### config.mk
export PLATFORM = sky130hd
export DESIGN_NAME = mac_result_drain
export DESIGN_NICKNAME = d
export VERILOG_FILES = /design/src/rtl/mac_result_drain.sv
export SDC_FILE = /design/constraint.sdc
export NUM_CORES = 1
export LEC_CHECK = 0
export ABC_AREA = 0
export ABC_CLOCK_PERIOD_IN_PS = 4900
export CAP_MARGIN = 10
export CORE_MARGIN = 2
export CORE_UTILIZATION = 49
export DETAILED_ROUTE_END_ITERATION = 10
export PLACE_DENSITY = 0.89
export REMOVE_ABC_BUFFERS = 1
export SETUP_SLACK_MARGIN = 0.3
export SYNTH_ARGS = -nofsm -noshare
export SYNTH_HDL_FRONTEND = slang
export SYNTH_SLANG_ARGS = --single-unit
### constraint.sdc
create_clock -name clk -period 4.9 [get_ports clk]
set_input_delay 0.49 -clock clk [delete_from_list [all_inputs] [get_ports clk]]
set_output_delay 0.49 -clock clk [all_outputs]
set_load 0.02 [all_outputs]
### src/rtl/mac_result_drain.sv
// Drains a captured 4-lane accumulator result as 4 handshaked beats, lane 0 first.
// out_last marks result boundaries according to the mode latched at capture time.
module mac_result_drain #(
    parameter int MAC_CONF_WIDTH = 3,
    parameter int MAC_ACC_WIDTH  = 32
) (
    input  logic                      clk,
    input  logic                      rst,
    input  logic [MAC_CONF_WIDTH-1:0] cfg,
    input  logic                      cap,
    input  logic [MAC_ACC_WIDTH-1:0]  in0,
    input  logic [MAC_ACC_WIDTH-1:0]  in1,
    input  logic [MAC_ACC_WIDTH-1:0]  in2,
    input  logic [MAC_ACC_WIDTH-1:0]  in3,
    output logic                      cap_ready,
    output logic [MAC_ACC_WIDTH-1:0]  out_data,
    output logic                      out_valid,
    input  logic                      out_ready,
    output logic                      out_last,
    output logic [1:0]                out_idx,
    output logic                      ovf,
    input  logic                      clr_ovf
);

    typedef enum logic {
        IDLE = 1'b0,
        SEND = 1'b1
    } state_e;

    state_e                           state_q, state_d;
    logic [1:0]                       cnt_q, cnt_d;
    logic [1:0]                       mode_q, mode_d;
    logic [3:0][MAC_ACC_WIDTH-1:0]    lane_q, lane_d;
    logic                             ovf_q, ovf_d;

    if (MAC_CONF_WIDTH > 2) begin : g_cfg_hi
        logic unused_cfg;
        assign unused_cfg = ^cfg[MAC_CONF_WIDTH-1:2];
    end

    always_ff @(posedge clk or posedge rst) begin
        if (rst) begin
            state_q <= IDLE;
            cnt_q   <= '0;
            mode_q  <= '0;
            lane_q  <= '0;
            ovf_q   <= 1'b0;
        end else begin
            state_q <= state_d;
            cnt_q   <= cnt_d;
            mode_q  <= mode_d;
            lane_q  <= lane_d;
            ovf_q   <= ovf_d;
        end
    end

    always_comb begin
        state_d   = state_q;
        cnt_d     = cnt_q;
        mode_d    = mode_q;
        lane_d    = lane_q;
        ovf_d     = ovf_q;
        out_valid = 1'b0;
        out_idx   = '0;
        out_data  = '0;
        out_last  = 1'b0;
        cap_ready = 1'b0;

        if (state_q == SEND) begin
            out_valid = 1'b1;
            out_idx   = cnt_q;
            out_data  = lane_q[cnt_q];
            unique case (mode_q)
                2'b00:   out_last = 1'b1;
                2'b10:   out_last = (cnt_q == 2'd3);
                default: out_last = cnt_q[0];
            endcase
            cap_ready = (cnt_q == 2'd3) && out_ready;
            if (out_ready) begin
                cnt_d = cnt_q + 2'd1;
                if (cnt_q == 2'd3) begin
                    state_d = IDLE;
                end
            end
        end else begin
            cap_ready = 1'b1;
        end

        // A capture on the final-beat transfer overrides the return to IDLE.
        if (cap && cap_ready) begin
            state_d = SEND;
            cnt_d   = '0;
            mode_d  = cfg[1:0];
            lane_d  = {in3, in2, in1, in0};
        end

        if (cap && !cap_ready) begin
            ovf_d = 1'b1;
        end else if (clr_ovf) begin
            ovf_d = 1'b0;
        end
    end

    assign ovf = ovf_q;

endmodule

==> impl_results.md <==
* H-Tree Level Count at 4
* Pre-Repair DR Iteration Count at 4
* Crit share post-route at 70.6%
* Overall power at 6.28 mW
* Routed vias/inst at 5.20
* Initial antenna violation count at 0
* Cell taking the most area after synthesis: dfrtp_1
* Post-CTS Resized at 0
* Fin Clk Skew at 0.00545 ns
* Post-synth EDFFs at 0
* Slowest stage cell, crit path: buf_4
* Largest net degree at the start of global routing at 114
* P_leak at 4.11 nW
* Die width at 119 um
* CTS tree: done
* Kind of critical path: register to output port
* Routed Antenna Nets at 0
* Routability Congestion at 0.753
* Status: finished, final reports clean
* Post-Route WL at 14100 um
* Initial core utilization at 49.6%
* Synth top area cells: dfrtp_1 51%, mux2_4 23%, mux2i_1 9.8%
* Yosys top cell area share at 51.4%
* #FFs+latches synth at 134
* Top_reg_cell synth: dfrtp_1
* Setup TNS at 0 ns
* Vias in the first global route at 4444
* Final setup fails at 0
* Max Cap Viol at 0
* Crit-path cells: buf_4 > ha_1 > inv_1 > a31oi_1 > clkdlybuf4s50_1
* Delay of the slowest cell on the worst path at 0.75 ns
* CP Launch Type: register
* Total CTS buffers at 17
* Synth Cell Area at 6520 um^2
* Register area share after synthesis at 51.4%
* RSZ-0062 raised after global routing: false
* Synth cell types at 25
* Num Clock Sinks at 134
* Grt total ovfl at 0
* Die area at 14200 um^2
* Worst-Margin Slew at 1.20 ns
* Synthesis-to-finish area growth at 35.7%
* Fmax at 289 MHz
* Worst hold path type: register to register
* Max-slew violations at 0
* Power Density at 710 nW/um^2
* Clock slew at reported path FFs at 0.05 ns
* Die extent in y at 119 um
* FF/Latch Area at 3360 um^2
* Post-layout min period at 3.46 ns
* Final hold violations at 0
* Async set or reset register ratio after synthesis at 100%
* Crit end category: output port
* Post-CTS Setup Bufs at 0
* Most frequent cell after synthesis: dfrtp_1
* Commonest cells in the netlist: 134 x dfrtp_1, 100 x mux2_4, 64 x mux2i_1, 33 x o22ai_1, 31 x mux2_2
* Finished layout cell area at 8850 um^2
* Std cell rows at 42
* Clock Latency Late Sink at 0.41 ns
* VDD IR max at 0.000400 V
* Post-Place Cell Area at 8200 um^2
* Avg Inst Size Synth at 15.7 um^2
* Worst path top cell family by delay: buffers and inverters
* Fill cell count at 929
* Multi-input gate area at 2830 um^2
* Share of cells above drive strength 1 at 28.7%
* DRT iter0 DRCs at 132
* CP required at 4.41 ns
* Diode count at 0
* Cells after synthesis at 415
* HPWL after DPL at 9220 um
* Core ar. at 13100 um^2
* CTS Hold Bufs at 0
* Yosys warnings at 0
* DR vias at 4018
* Clk root buf: clkbuf_16
* Aggregate global-route resource usage at 20.7%
* Routed WL per cell at 18.2 um
* First-pass GRT wire length at 23000 um
* Drc violations at 0
* IO buf count at 172
* CTS max path bufs at 2
* Crit path buf inv count at 3
* IO Count at 174
* Nets at 721
* Critical Path AT at 2.97 ns
* Crit path max fanout at 47
* Max_slew headroom at 19.8%
final timing paths:
kind                               end        start  slack [ns]  depth (start not counted)
max                           out_last     cnt_q[1]        1.44                          5
min                        lane_q[120]  lane_q[120]        0.50                          1
max reg2reg                lane_q[123]     cnt_q[1]        2.03                          5
min reg2reg                lane_q[120]  lane_q[120]        0.50                          1
max in group asynchronous   lane_q[85]          rst        3.33                          3
min in group asynchronous   lane_q[64]          rst        0.58                          2
power by group:
| part | leakage (nW) | total [mW] | internal (mW) | switching [mW] |
|---|---|---|---|---|
| logic | 2.20 | 2.88 | 1.69 | 1.19 |
| registers | 1.60 | 2.03 | 1.67 | 0.360 |
| clock network | 0.316 | 1.37 | 0.917 | 0.452 |
| total | 4.11 | 6.28 | 4.27 | 2.00 |
routing by layer:
metal  vias up  track usage [%]  part of all wire [%]
li1       1844                -                     -
met1      2049             25.8                    42
met2       109             34.9                    52
met4         0             6.99                   1.4
met3        16             5.51                   4.6
met5         -                0                     0
placed cells by master (no fill, tap or decap), types with 2 or more instances in the layout:
cell / count
buf_4: 6
bufinv_16: 4
clkbuf_1: 2
clkbuf_16: 17
clkbuf_8: 5
clkdlybuf4s50_1: 172
clkinv_2: 3
dfrtp_1: 133
ha_1: 2
inv_1: 5
mux2_2: 31
mux2_4: 100
mux2i_1: 64
nand2_1: 4
o22ai_1: 33
cell type report:
| type | instances | area share (%) |
|---|---|---|
| flip-flops and latches | 134 | 37.9 |
| inverters | 6 | 0.283 |
| multi-input cells | 246 | 32.0 |
| clock inverters | 8 | 1.61 |
| repair buffers | 178 | 20.0 |
| well taps | 176 | 2.49 |
| clock buffers | 24 | 5.67 |
logic make-up after synthesis:
family | synth area share (%)
AOI/OAI and AO/OA | 3.80
adders and majority gates | 0.384
buffers and inverters | 5.22
DFF | 51.4
muxes | 38.2
and+or+nand+nor | 0.941
sequential cells by signal, indices dropped and copies added (netlist names):
signal	count
lane_q	128
cnt_q	2
mode_q	2
ovf	1
state_q	1
metrics by stage:
step | util, % | worst slack [ns] | std cells | hold WS, ns
global route | 67.3 | 1.30 | 772 | 0.518
floorplan | - | 0.334 | 386 | 0.479
CTS | 67.3 | 1.42 | 772 | 0.507
detailed placement | 62.4 | 1.85 | 740 | 0.494
finish | 67.3 | 1.44 | 772 | 0.503
global placement | 62.4 | 1.86 | 740 | 0.487
Power figures use the tool's default switching activity.
